File: src/rtl/text_pixel_gen_if.sv
// Memory-side bus of the text pixel generator: text RAM read port and font ROM read port.
// Both memories are registered, so read data follows the address by one clock.
interface text_pixel_gen_if;
    logic [11:0] tram_addr;
    logic [15:0] tram_data;
    logic [11:0] crom_addr;
    logic [7:0]  crom_data;

    modport master (
        output tram_addr,
        output crom_addr,
        input  tram_data,
        input  crom_data
    );

    modport slave (
        input  tram_addr,
        input  crom_addr,
        output tram_data,
        output crom_data
    );
endinterface

File: src/rtl/text_pixel_gen.sv
// Text-mode pixel generator: raster coordinates -> text RAM read -> font ROM lookup -> RGB,
// with four register stages so pixels and timing leave exactly four clocks after entry.
module text_pixel_gen #(
    parameter int COLS         = 80,
    parameter int ROWS         = 30,
    parameter int BLINK_FRAMES = 32
) (
    input  logic              clk,
    input  logic              rst_n,
    input  logic              in_de,
    input  logic              in_hsync,
    input  logic              in_vsync,
    input  logic [9:0]        x,
    input  logic [9:0]        y,
    input  logic              cursor_en,
    input  logic [6:0]        cursor_col,
    input  logic [4:0]        cursor_row,
    text_pixel_gen_if.master  mem,
    output logic              out_de,
    output logic              out_hsync,
    output logic              out_vsync,
    output logic [23:0]       out_rgb
);

    localparam logic [11:0] COLS_V = 12'(COLS);
    localparam logic [10:0] X_LIM  = 11'(COLS * 8);
    localparam logic [10:0] Y_LIM  = 11'(ROWS * 16);
    localparam int          FC_W   = (BLINK_FRAMES > 1) ? $clog2(BLINK_FRAMES) : 1;
    localparam logic [FC_W-1:0] FC_MAX = FC_W'(BLINK_FRAMES - 1);

    // Per-pixel flags carried down the pipeline; tim = {de, hsync, vsync}.
    typedef struct packed {
        logic [2:0] xfine;
        logic       area;
        logic       cur;
        logic       blink;
        logic [2:0] tim;
    } stage_t;

    function automatic logic [23:0] cga_color(input logic [3:0] idx);
        case (idx)
            4'd0:    return 24'h000000;
            4'd1:    return 24'h0000AA;
            4'd2:    return 24'h00AA00;
            4'd3:    return 24'h00AAAA;
            4'd4:    return 24'hAA0000;
            4'd5:    return 24'hAA00AA;
            4'd6:    return 24'hAA5500;
            4'd7:    return 24'hAAAAAA;
            4'd8:    return 24'h555555;
            4'd9:    return 24'h5555FF;
            4'd10:   return 24'h55FF55;
            4'd11:   return 24'h55FFFF;
            4'd12:   return 24'hFF5555;
            4'd13:   return 24'hFF55FF;
            4'd14:   return 24'hFFFF55;
            4'd15:   return 24'hFFFFFF;
            default: return 24'h000000;
        endcase
    endfunction

    // Constant multiply by COLS as a sum of shifted copies of the row number.
    function automatic logic [11:0] row_times_cols(input logic [5:0] row);
        logic [11:0] acc;
        acc = 12'd0;
        for (int i = 0; i < 12; i++) begin
            if (COLS_V[i]) begin
                acc = acc + (12'(row) << i);
            end else begin
                acc = acc;
            end
        end
        return acc;
    endfunction

    logic [11:0]     tram_addr_d, tram_addr_q;
    logic [3:0]      yfine1_d, yfine1_q, yfine2_d, yfine2_q;
    stage_t          s1_d, s1_q, s2_d, s2_q, s3_d, s3_q;
    logic [7:0]      attr3_d, attr3_q;
    logic [23:0]     rgb_d, rgb_q;
    logic [2:0]      tim4_d, tim4_q;
    logic            vsync_prev_d, vsync_prev_q;
    logic [FC_W-1:0] frame_cnt_d, frame_cnt_q;
    logic            blink_phase_d, blink_phase_q;

    logic [6:0]      col_s;
    logic [5:0]      row_s;
    logic            area_s;
    logic            hit_s;
    logic            vsync_rise_s;
    logic            pix_bit_s;
    logic [23:0]     fg_s;
    logic [23:0]     bg_s;

    // Front end: cell decode, text RAM address, stage advance and blink counter.
    always_comb begin
        col_s        = x[9:3];
        row_s        = y[9:4];
        area_s       = in_de && ({1'b0, x} < X_LIM) && ({1'b0, y} < Y_LIM);
        hit_s        = cursor_en && (col_s == cursor_col) && (row_s == {1'b0, cursor_row})
                       && (y[3:0] >= 4'd14);
        vsync_rise_s = in_vsync && !vsync_prev_q;

        if (area_s) begin
            tram_addr_d = row_times_cols(row_s) + {5'd0, col_s};
        end else begin
            tram_addr_d = 12'd0;
        end

        yfine1_d   = y[3:0];
        s1_d.xfine = x[2:0];
        s1_d.area  = area_s;
        s1_d.cur   = hit_s;
        s1_d.blink = blink_phase_q;
        s1_d.tim   = {in_de, in_hsync, in_vsync};

        yfine2_d   = yfine1_q;
        s2_d       = s1_q;
        s3_d       = s2_q;
        attr3_d    = mem.tram_data[15:8];

        vsync_prev_d  = in_vsync;
        frame_cnt_d   = frame_cnt_q;
        blink_phase_d = blink_phase_q;
        if (vsync_rise_s) begin
            if (frame_cnt_q == FC_MAX) begin
                frame_cnt_d   = {FC_W{1'b0}};
                blink_phase_d = !blink_phase_q;
            end else begin
                frame_cnt_d   = frame_cnt_q + FC_W'(1);
                blink_phase_d = blink_phase_q;
            end
        end else begin
            frame_cnt_d   = frame_cnt_q;
            blink_phase_d = blink_phase_q;
        end
    end

    // Back end: glyph bit select and colour choice; the cursor only shows in the non-blink phase.
    always_comb begin
        fg_s      = cga_color(attr3_q[3:0]);
        bg_s      = cga_color({1'b0, attr3_q[6:4]});
        pix_bit_s = mem.crom_data[3'd7 - s3_q.xfine];
        tim4_d    = s3_q.tim;
        rgb_d     = 24'h000000;
        if (!s3_q.area) begin
            rgb_d = 24'h000000;
        end else if (s3_q.cur && !s3_q.blink) begin
            rgb_d = fg_s;
        end else if (pix_bit_s && !(attr3_q[7] && s3_q.blink)) begin
            rgb_d = fg_s;
        end else begin
            rgb_d = bg_s;
        end
    end

    // Pipeline and blink state registers.
    always_ff @(posedge clk or negedge rst_n) begin
        if (!rst_n) begin
            tram_addr_q   <= 12'd0;
            yfine1_q      <= 4'd0;
            yfine2_q      <= 4'd0;
            s1_q          <= '0;
            s2_q          <= '0;
            s3_q          <= '0;
            attr3_q       <= 8'd0;
            rgb_q         <= 24'h000000;
            tim4_q        <= 3'd0;
            vsync_prev_q  <= 1'b0;
            frame_cnt_q   <= {FC_W{1'b0}};
            blink_phase_q <= 1'b0;
        end else begin
            tram_addr_q   <= tram_addr_d;
            yfine1_q      <= yfine1_d;
            yfine2_q      <= yfine2_d;
            s1_q          <= s1_d;
            s2_q          <= s2_d;
            s3_q          <= s3_d;
            attr3_q       <= attr3_d;
            rgb_q         <= rgb_d;
            tim4_q        <= tim4_d;
            vsync_prev_q  <= vsync_prev_d;
            frame_cnt_q   <= frame_cnt_d;
            blink_phase_q <= blink_phase_d;
        end
    end

    // The font ROM sees the character from the RAM and the glyph row of the same pixel.
    assign mem.tram_addr = tram_addr_q;
    assign mem.crom_addr = {mem.tram_data[7:0], yfine2_q};

    assign out_rgb                         = rgb_q;
    assign {out_de, out_hsync, out_vsync}  = tim4_q;

endmodule

File: src/flat_wrapper.sv
// flat-port wrapper written by rule: the top's interface ports become plain ports
module text_pixel_gen_flat 
#(
    parameter int COLS         = 80,
    parameter int ROWS         = 30,
    parameter int BLINK_FRAMES = 32
)
  (clk, rst_n, in_de, in_hsync, in_vsync, x, y, cursor_en, cursor_col, cursor_row, out_de, out_hsync, out_vsync, out_rgb, mem_tram_addr, mem_crom_addr, mem_tram_data, mem_crom_data);
  text_pixel_gen_if mem_i ();
  input  logic clk;
  input  logic rst_n;
  input  logic in_de;
  input  logic in_hsync;
  input  logic in_vsync;
  input  logic [9:0] x;
  input  logic [9:0] y;
  input  logic cursor_en;
  input  logic [6:0] cursor_col;
  input  logic [4:0] cursor_row;
  output logic out_de;
  output logic out_hsync;
  output logic out_vsync;
  output logic [23:0] out_rgb;
  output wire logic [$bits(mem_i.tram_addr)-1:0] mem_tram_addr;
  output wire logic [$bits(mem_i.crom_addr)-1:0] mem_crom_addr;
  input wire logic [$bits(mem_i.tram_data)-1:0] mem_tram_data;
  input wire logic [$bits(mem_i.crom_data)-1:0] mem_crom_data;
  assign mem_tram_addr = mem_i.tram_addr;
  assign mem_crom_addr = mem_i.crom_addr;
  assign mem_i.tram_data = mem_tram_data;
  assign mem_i.crom_data = mem_crom_data;
  text_pixel_gen #(.COLS(COLS), .ROWS(ROWS), .BLINK_FRAMES(BLINK_FRAMES)) u_core (.clk(clk), .rst_n(rst_n), .in_de(in_de), .in_hsync(in_hsync), .in_vsync(in_vsync), .x(x), .y(y), .cursor_en(cursor_en), .cursor_col(cursor_col), .cursor_row(cursor_row), .mem(mem_i), .out_de(out_de), .out_hsync(out_hsync), .out_vsync(out_vsync), .out_rgb(out_rgb));
endmodule
File: config.mk
export PLATFORM = sky130hd
export DESIGN_NAME = text_pixel_gen_flat
export DESIGN_NICKNAME = d
export VERILOG_FILES = /design/src/rtl/text_pixel_gen_if.sv /design/src/rtl/text_pixel_gen.sv /design/src/flat_wrapper.sv
export SDC_FILE = /design/constraint.sdc
export NUM_CORES = 1
export LEC_CHECK = 0
export BUFFER_PORTS_ARGS = -buffer_cell sky130_fd_sc_hd__buf_2
export CAP_MARGIN = 20
export CORE_MARGIN = 5
export CORE_UTILIZATION = 25
export CTS_CLUSTER_DIAMETER = 100
export DETAILED_ROUTE_END_ITERATION = 8
export PLACE_DENSITY = 0.44
export SETUP_SLACK_MARGIN = 0.05
export SYNTH_ARGS = -nofsm -noshare
export SYNTH_HDL_FRONTEND = slang
export SYNTH_SLANG_ARGS = --single-unit
File: constraint.sdc
create_clock -name clk -period 1.62 [get_ports clk]
set_input_delay 0.162 -clock clk [delete_from_list [all_inputs] [get_ports clk]]
set_output_delay 0.162 -clock clk [all_outputs]
set_load 0.005 [all_outputs]
# --- After elaboration in Yosys (flattened, before gate mapping) ---
# Memories as Yosys holds them, arrays and structs flattened.
# Cells that the tools add are included.
classes:
  multipliers: 0
  eq_ne: 3
  n_div: 0
  n_addsub: 5
  mux: 10
  reduce_logical: 14
  n_shift: 0
  bitwise: 0
  order_cmp: 4
op_table:
  columns: ["op", "count"]
  rows:
  - ["$mux 24", 3]
  - ["$mux 12", 4]
  - ["$add 12x10->12", 1]
  - ["$add 12x12->12", 1]
  - ["$add 12x7->12", 1]
  - ["$lt 10x10->1 const B", 1]
  - ["$lt 10x9->1 const B", 1]
  - ["$logic_and 1x1->1", 9]
  - ["$eq 7x7->1", 1]
  - ["$eq 6x5->1", 1]
  - ["$add 5x1->5 const B", 1]
  - ["$eq 5x5->1 const B", 1]
  - ["$mux 5", 1]
  - ["$ge 4x4->1 const B", 1]
  - ["$logic_not 1->1", 4]
  - ["$lt 3x4->1 const B", 1]
  - ["$bmux 1 s3", 1]
  - ["$sub 3x3->3 const A", 1]
  - ["$reduce_and 2->1", 1]
  - ["$mux 1", 1]
totals:
  output_inout_bits: 51
  rom_bits: 512
  ff_bits: 89
  ramBits: 0
  latchBits: 0
  mem_count: 2
  in_bits: 62
  word_cells: 62
mem_list:
  columns: ["name", "words", "word_bits", "rd", "rd_ports_with_merged_regs", "write_ports", "line", "rtl"]
  rows:
  - ["(name not given)", 16, 24, 1, 0, 0, "text_pixel_gen.sv:41", "case (idx)"]
  - ["(name not given)", 8, 16, 1, 0, 0, "text_pixel_gen.sv:41", null]

# --- Longest topological paths before layout ---
# Gate-level depths: netlist (run 1).
logic_depth:
  depth_word: 10
  mapped_depth: 7
  depth_no_buf: 7

# --- Worst setup path after synthesis (run 1) ---
# Ideal clock, no wire load.
synth_timing:
  kind: "input to register"
  startpoint: "in y[4]"
  endpoint: "reg u_core.tram_addr_q[10] (netlist: u_core.mem.tram_addr[10])"
  arrival_ps: 1535
  slack_ps: 5
  n_path_buf: 0
  setup_time_ps: 79
  required_ps: 1541
  path_stages: 5
  path_cell_list: "ha_1 -> fa_1 -> o21ai_0 -> nor4b_1 -> mux2i_1"
synth_between:
  elab_chain_len: 6
  word_cells_on_any_way: 8
  cone_classes: "add/sub: 3; order compare: 1; mux: 3; reduce/logical: 1"
synth_lines:
  columns: ["element", "line", "rtl"]
  rows:
  - ["from (decl)", "flat_wrapper.sv:16", "input logic [9:0] y;"]
  - ["$add 12x10->12", "text_pixel_gen.sv:68", "acc = acc + (12'(row) << i);"]
  - ["$mux 12", "text_pixel_gen.sv:104", "if (area_s) begin"]
  - ["$add 12x12->12", "text_pixel_gen.sv:68", null]
  - ["$mux 12", "text_pixel_gen.sv:104", null]
  - ["$add 12x7->12", "text_pixel_gen.sv:105", "tram_addr_d = row_times_cols(row_s) + {5'd0, col_s};"]
  - ["$mux 12 (*)", "text_pixel_gen.sv:104", null]
  - ["named net u_core.tram_addr_d[10]", "text_pixel_gen.sv:76", "logic [11:0] tram_addr_d, tram_addr_q;"]
  - ["to (signal assigned)", "text_pixel_gen.sv:173", "tram_addr_q <= tram_addr_d;"]
  - ["to (decl)", "text_pixel_gen.sv:76", null]
# The timed path passes the listed nets; every way through them passes the cells marked *. The select of a mux whose other input is x is not followed.
# A chain may end at the register's enable or synchronous reset.

# --- Worst setup path in the final report (run 1) ---
layout_timing:
  startpoint: "reg u_core.s3_q[7] in the netlist's numbering"
  endpoint: "reg u_core.rgb_q[22] (netlist: u_core.out_rgb[22])"
layout_between:
  elab_chain_len: 7
layout_lines:
  columns: ["element", "line", "rtl"]
  rows:
  - ["from (decl)", "text_pixel_gen.sv:78", "stage_t s1_d, s1_q, s2_d, s2_q, s3_d, s3_q;"]
  - ["from (signal assigned)", "text_pixel_gen.sv:165", "s3_q <= '0;"]
  - ["from (signal assigned)", "text_pixel_gen.sv:178", "s3_q <= s3_d;"]
  - ["$sub 3x3->3", "text_pixel_gen.sv:143", "pix_bit_s = mem.crom_data[3'd7 - s3_q.xfine];"]
  - ["$bmux 1 s3", "text_pixel_gen.sv:143", null]
  - ["$mux 1 (not written as such)", "text_pixel_gen.sv:143", null]
  - ["$logic_and 1x1->1", "text_pixel_gen.sv:150", "end else if (pix_bit_s && !(attr3_q[7] && s3_q.blink)) begin"]
  - ["$mux 24", "text_pixel_gen.sv:150", null]
  - ["$mux 24", "text_pixel_gen.sv:148", "end else if (s3_q.cur && !s3_q.blink) begin"]
  - ["$mux 24", "text_pixel_gen.sv:146", "if (!s3_q.area) begin"]
  - ["to (signal assigned)", "text_pixel_gen.sv:180", "rgb_q <= rgb_d;"]
  - ["to (decl)", "text_pixel_gen.sv:80", "logic [23:0] rgb_d, rgb_q;"]
# No other way between the ends. The select of a mux whose other input is x is not followed.

==> impl_metrics.tcl, run 1 <==
set metrics [dict create \
    maxCapViolations 0 \
    die_area_um2 13800 \
    cp-startpoint "u_core.s3_q[7]$_DFF_PN0_" \
    finalPower_mw 4.38 \
    arrival_ns 1.76 \
    seq_area_frac_synth_pct 59.8 \
    placed_area_um2 3470 \
    rsz0062_at_grt "yes" \
    slew_headroom_pct 71.4 \
    r2r-end "u_core.out_rgb[22]$_DFF_PN0_" \
    cts_max_level 3 \
    end_kind "flop" \
    ys_types 37 \
    drt_wl_total_um 6030 \
    core_um2 11400 \
    drt-vias-per-instance 4.17 \
    yosys-top-cells-count "dfrtp_1, buf_4, xor2_1" \
    finalSetupTns_ns 0 \
    fill_cells 1134 \
    grt_antenna_before_repair 0 \
    worst_slack_ns 0.0723 \
    portBuffers 96 \
    clk_path_buf_depth 2 \
    worst_setup_path_start_kind "flop" \
    p_leak_nw 2.01 \
    setup_violations 0 \
    netlist_instances 226 \
    fin_worst_skew_ns 0.00577 \
    vias 2031 \
    cts.sinks 69 \
    hpwlAfterDp_um 4520 \
    synth-seq-cells 69 \
    synth_most_common_cell "dfrtp_1" \
    clk_latency_ns 0.32 \
    outcome "complete, no violations" \
    placementRows 39 \
    start_util_pct 25.4 \
    setup.worst_path.class "reg -> reg" \
    period_needed_ns 1.55 \
    wl_per_cell_um 12.4 \
    worstSetupEndpoint "u_core.out_rgb[22]$_DFF_PN0_" \
    regArea_um2 1730 \
    synth_area_leaders "dfrtp_1, buf_4, ha_1" \
    firstDrtPassIters 4 \
    cts_buffers 9 \
    avgSynthCellArea_um2 12.8 \
    synth_nets 299 \
    finalInstanceArea_um2 3960 \
    synth_flop_cell "dfrtp_1" \
    dieHeight_um 117 \
    drcViolationCount 0 \
    synth-edff-count 0 \
    ys_warn_count 0 \
    place_congestion 0.778 \
    ir_drop_v 0.000438 \
    cts_root_buffer "clkbuf_16" \
    power_density_nw_per_um2 1110 \
    grt_usage_pct 9.49 \
    cp_max_fo 3 \
    hold_viol_final 0 \
    multi_input_area_um2 927 \
    post-place-ws_ns -0.156 \
    reg2reg_from "u_core.s3_q[7]$_DFF_PN0_" \
    drt_iter0_drc 45 \
    grt.overflow.total 0 \
    grt_max_degree 38 \
    netlist_area_um2 2890 \
    grt_pass1_vias 2276 \
    hold_slack_ns 0.0661 \
    yosysTopAreaCellShare_pct 59.8 \
    slew_violations 0 \
    synth_top_area_cell "dfrtp_1" \
    rr_worst_depth 4 \
    hp-class "in -> reg" \
    async_reset_ff_share_pct 100 \
    period_share_pct 95.5 \
    fmax_mhz 646 \
    hold_depth 2 \
    rrSetupSlack_ns 0.07 \
    cts_tree "done" \
    fp.dieW_um 117 \
    syn_to_final_growth_pct 37.1 \
    drive_gt1_share_pct 39.2 \
    grt_first_pass_wirelength_um 10600 \
    num_antenna_cells 0 \
    clkSlewWorstSetupHoldPaths_ns 0.06 \
    worst-slew-pin-transition_ns 0.429 \
    cp.required_ns 1.83 \
    ant_nets 0 \
    ios 113 \
    finalNetCount 412 \
]
[report_power, final]
| part | switching (mW) | internal (mW) | leakage [nW] |
|---|---|---|---|
| Sequential | 0.0723 | 1.85 | 0.855 |
| Combinational | 0.257 | 0.300 | 1.01 |
| Clock | 0.676 | 1.23 | 0.143 |
| Total | 1.00 | 3.38 | 2.01 |
[per-layer routing]
metal / vias up / track usage (%) / part of all wire [%]
met5: - / 0 / 0
met3: 12 / 3.36 / 8.1
li1: 975 / - / -
met2: 82 / 14.7 / 46
met1: 962 / 11.2 / 43
met4: 0 / 5.81 / 2.3
[stage by stage]
stage | std cells | util [%]
2_1_floorplan | 226 | -
3_3_place_gp | 451 | 30.5
3_5_place_dp | 451 | 30.5
4_1_cts | 486 | 34.7
5_1_grt | 487 | 34.8
6_report | 487 | 34.8
[area by class of cell]
cell class	instances	share of cell area [%]
clock buffers	12	6.23
flip-flops and latches	69	43.6
inverters	9	0.853
multi-input cells	120	23.4
repair buffers	130	20.2
clock inverters	4	1.20
well taps	143	4.52
[worst max-delay path: stages (launching register included)]
cell	delay, ns
dfrtp_1	0.39
mux4_2	0.55
mux2i_4	0.22
a21boi_2	0.11
and3_1	0.17
[placed cells by master, fill, tap and decap left out, drive strengths merged, types with 2 or more instances in the layout]
master / instances
a21o: 2
a21oi: 6
a2bb2oi: 2
and2: 6
and3: 7
buf: 111
clkbuf: 12
clkinv: 2
dfrtp: 69
dlygate4sd3: 19
fa: 2
ha: 9
inv: 9
mux2: 2
mux2i: 6
mux4: 2
nand2: 10
nand2b: 2
nand3: 6
nand4: 4
nor2: 8
nor2b: 4
nor4: 4
o21ai: 9
xnor2: 6
xor2: 11
[how the worst min path moves through the flow]
stage           from                                end  slack, ns
2_1_floorplan  rst_n        u_core.attr3_q[0]$_DFF_PN0_      -0.13
3_3_place_gp   rst_n         u_core.tim4_q[1]$_DFF_PN0_       0.14
3_5_place_dp   rst_n           u_core.s3_q[8]$_DFF_PN0_       0.14
4_1_cts         x[3]  u_core.mem.tram_addr[0]$_DFF_PN0_       0.05
5_1_grt         x[3]  u_core.mem.tram_addr[0]$_DFF_PN0_       0.08
6_report        x[3]  u_core.mem.tram_addr[0]$_DFF_PN0_       0.07
[flip-flops by register name (all words and copies together), names as in the netlist]
| register | cells |
|---|---|
| u_core.attr3_q | 8 |
| u_core.mem.tram_addr | 12 |
| u_core.s2_q | 9 |
| u_core.blink_phase_q | 1 |
| u_core.tim4_d | 3 |
| u_core.s1_q | 9 |
| u_core.out_rgb | 5 |
| u_core.yfine2_q | 4 |
| u_core.tim4_q | 3 |
| u_core.yfine1_q | 4 |
| u_core.s3_q | 6 |
| u_core.frame_cnt_q | 5 |
[cell families (layout without fill, tap and decap cells)]
logic type      Yosys count  count (layout)  synth area share [%]
mux                      10              10                  5.11
fa+ha+maj                11              11                  5.29
flops                    69              69                  59.8
compound gates           26              26                  5.85
buf+inv                  37             155                  8.32
xor+xnor                 17              17                  5.16
simple gates             56              56                  10.5
[timing repair]
item / 4_1_cts / 5_1_grt
hold buffers: 19 / 0
gates resized for setup: 2 / 2
buffers inserted: 0 / 1
pin swaps: 2 / 2
setup endpoints to repair: 5 / 8
endpoints found under the hold margin: 50 / 0
(Power assumes the default switching activity.)
==> inputs of run 2 (changes only) <==
--- a/config.mk
+++ b/config.mk
@@ -8,9 +8,11 @@
 export BUFFER_PORTS_ARGS = -buffer_cell sky130_fd_sc_hd__buf_2
 export CAP_MARGIN = 20
+export CELL_PAD_IN_SITES_DETAIL_PLACEMENT = 1
+export CELL_PAD_IN_SITES_GLOBAL_PLACEMENT = 2
 export CORE_MARGIN = 5
-export CORE_UTILIZATION = 25
+export CORE_UTILIZATION = 27
 export CTS_CLUSTER_DIAMETER = 100
 export DETAILED_ROUTE_END_ITERATION = 8
-export PLACE_DENSITY = 0.44
+export PLACE_DENSITY = 0.71
 export SETUP_SLACK_MARGIN = 0.05
 export SYNTH_ARGS = -nofsm -noshare
==> constraint.sdc (replaced) <==
create_clock -name clk -period 1.62 [get_ports clk]
set_input_delay 0.162 -clock clk [delete_from_list [all_inputs] [get_ports clk]]
set_output_delay 0.162 -clock clk [all_outputs]
set_load 0.01 [all_outputs]
==> run 2 against run 1 <==
Clock-buffer cell count shrank 1. First-iteration DRC count fell by 47%. Maximum frequency down 1.7%. Critical endpoint unchanged. Largest power group unchanged. Highest routed layer unchanged.
==> impl_metrics.tcl, run 2 (synthesis gave the netlist of run 1 again) <==
set metrics [dict create \
    outcome "complete, no violations" \
    pwr-share-clk_pct 38.0 \
    grt.overflow.total 0 \
    cts_setup_buffers 0 \
    cts_root_buffer "clkbuf_8" \
    slew_violations 0 \
    setup.worst_path.class "reg -> reg" \
    p_leak_nw 1.98 \
    ir_drop_v 0.000418 \
    power.share.sequential_pct 47.3 \
    cp_slowest_cell "mux4_2" \
    busiest_layer "met2" \
    ant_nets 0 \
    end_kind "flop" \
    placementRows 37 \
    clkSlewWorstSetupHoldPaths_ns 0.07 \
    regArea_um2 1730 \
    rsz0062_at_grt "yes" \
    hold_depth 2 \
    fin_worst_skew_ns 0.00574 \
    fill_cells 1183 \
    crit_path_cell_trace "mux4_2 -> mux2i_4 -> a21boi_2 -> and3_1" \
    intPower_mw 3.07 \
    drcViolationCount 0 \
    drt-vias-per-instance 4.25 \
    drive_gt1_share_pct 40.2 \
    switchingPower_mw 1.00 \
    hp-class "in -> reg" \
    cp.required_ns 1.84 \
    final_common_cell "buf_2" \
    drt_iter0_drc 24 \
    cts_buffers 9 \
    num_antenna_cells 0 \
    layout_common_cells "buf_2, dfrtp_1, dlygate4sd3_1" \
    syn_to_final_growth_pct 35.5 \
    core_um2 10400 \
    finalPower_mw 4.07 \
    fp.dieW_um 113 \
    place_congestion 0.826 \
    period_needed_ns 1.57 \
    dieHeight_um 113 \
    grt_first_pass_wirelength_um 11500 \
    start_util_pct 27.8 \
    largest_reg_flops 12 \
    swShare_pct 24.6 \
    placed_area_um2 3490 \
    maxCapViolations 0 \
    hold_slack_ns 0.0710 \
    grt_usage_pct 11.4 \
    finalNetCount 414 \
    period_share_pct 97.2 \
    setup_violations 0 \
    rr_worst_depth 4 \
    hold_viol_final 0 \
    multi_input_area_um2 935 \
    cts.sinks 69 \
    ios 113 \
    use_met3_pct 4.51 \
    grt_pass1_vias 2338 \
    worst_setup_path_start_kind "flop" \
    finalInstanceArea_um2 3910 \
    arrival_ns 1.80 \
    cp_max_fo 3 \
    hpwlAfterDp_um 5290 \
    fmax_mhz 635 \
    slew_headroom_pct 65.7 \
    vias 2050 \
    firstDrtPassIters 4 \
    cts_max_level 3 \
    portBuffers 96 \
    wl_per_cell_um 14.2 \
    use_met1_pct 13.4 \
    clk_latency_ns 0.33 \
    die_area_um2 12900 \
    worst-slew-pin-transition_ns 0.514 \
    power_density_nw_per_um2 1040 \
    cts_tree "done" \
    grt_max_degree 28 \
    p_comb_share_pct 14.7 \
    use_met2_pct 19.2 \
    drt_wl_total_um 6830 \
    critical_path.max_stage_delay_ns 0.55 \
    grt_antenna_before_repair 0 \
    clk_path_buf_depth 2 \
]
==> run 2: what timing repair did <==
action | CTS | global route
cloned | 0 | 0
pin swaps | 2 | 2
resized for setup | 4 | 3
hold buffers | 19 | 0
endpoints found under the hold margin | 37 | 0
setup endpoints to repair | 6 | 9
==> run 2: layout make-up <==
class                      instances  share of cell area (%)
tap                              136                    4.35
multi-input combinational        120                    23.9
clock inverter                     5                    2.14
timing repair buffer             132                    21.0
clock buffer                      11                    3.61
sequential                        69                    44.1
inverter                           9                   0.863
==> run 2: through the flow <==
step | std cells | utilization (%) | worst slack, ns | setup TNS, ns
6_report | 482 | 37.7 | 0.0454 | 0
5_1_grt | 482 | 37.7 | -0.0409 | -0.0559
4_1_cts | 482 | 37.6 | 0.0284 | 0
3_5_place_dp | 447 | 33.7 | -0.148 | -0.458
3_3_place_gp | 447 | 33.7 | -0.0960 | -0.288
2_1_floorplan | 226 | - | 0.0493 | 0
==> run 2: routing by layer <==
layer / share of wire [%] / vias to the layer above
li1: - / 971
met1: 42 / 988
met2: 49 / 85
met3: 8.1 / 6
met4: 1.1 / 0
met5: 0 / -
==> run 2: power groups by stage <==
| stage | logic [mW] | registers, mW | clock network (mW) |
|---|---|---|---|
| 6_report | 0.600 | 1.92 | 1.55 |
| 5_1_grt | 0.682 | 1.94 | 1.69 |
| 4_1_cts | 0.610 | 1.92 | 1.62 |
| 3_5_place_dp | 0.567 | 1.95 | 0 |
| 3_3_place_gp | 0.550 | 1.95 | 0 |
| 2_1_floorplan | 0.312 | 1.95 | 0 |
==> run 2: final timing paths <==
kind | start | endpoint | slack [ns]
worst max-delay path | u_core.s3_q[7]$_DFF_PN0_ | u_core.out_rgb[22]$_DFF_PN0_ | 0.05
worst min-delay path | x[6] | u_core.mem.tram_addr[3]$_DFF_PN0_ | 0.07
worst max register to register | u_core.s3_q[7]$_DFF_PN0_ | u_core.out_rgb[22]$_DFF_PN0_ | 0.05
worst min register to register | u_core.s1_q[8]$_DFF_PN0_ | u_core.s2_q[8]$_DFF_PN0_ | 0.35
max in group asynchronous | rst_n | u_core.s1_q[6]$_DFF_PN0_ | 0.76
min in group asynchronous | rst_n | u_core.s3_q[8]$_DFF_PN0_ | 0.33
==> run 2: worst max-delay path: cells and delay by family (launching register included) <==
kind,cells,cell delay [ns]
mux,2,0.77
flops,1,0.40
simple gates,1,0.18
compound gates,1,0.12
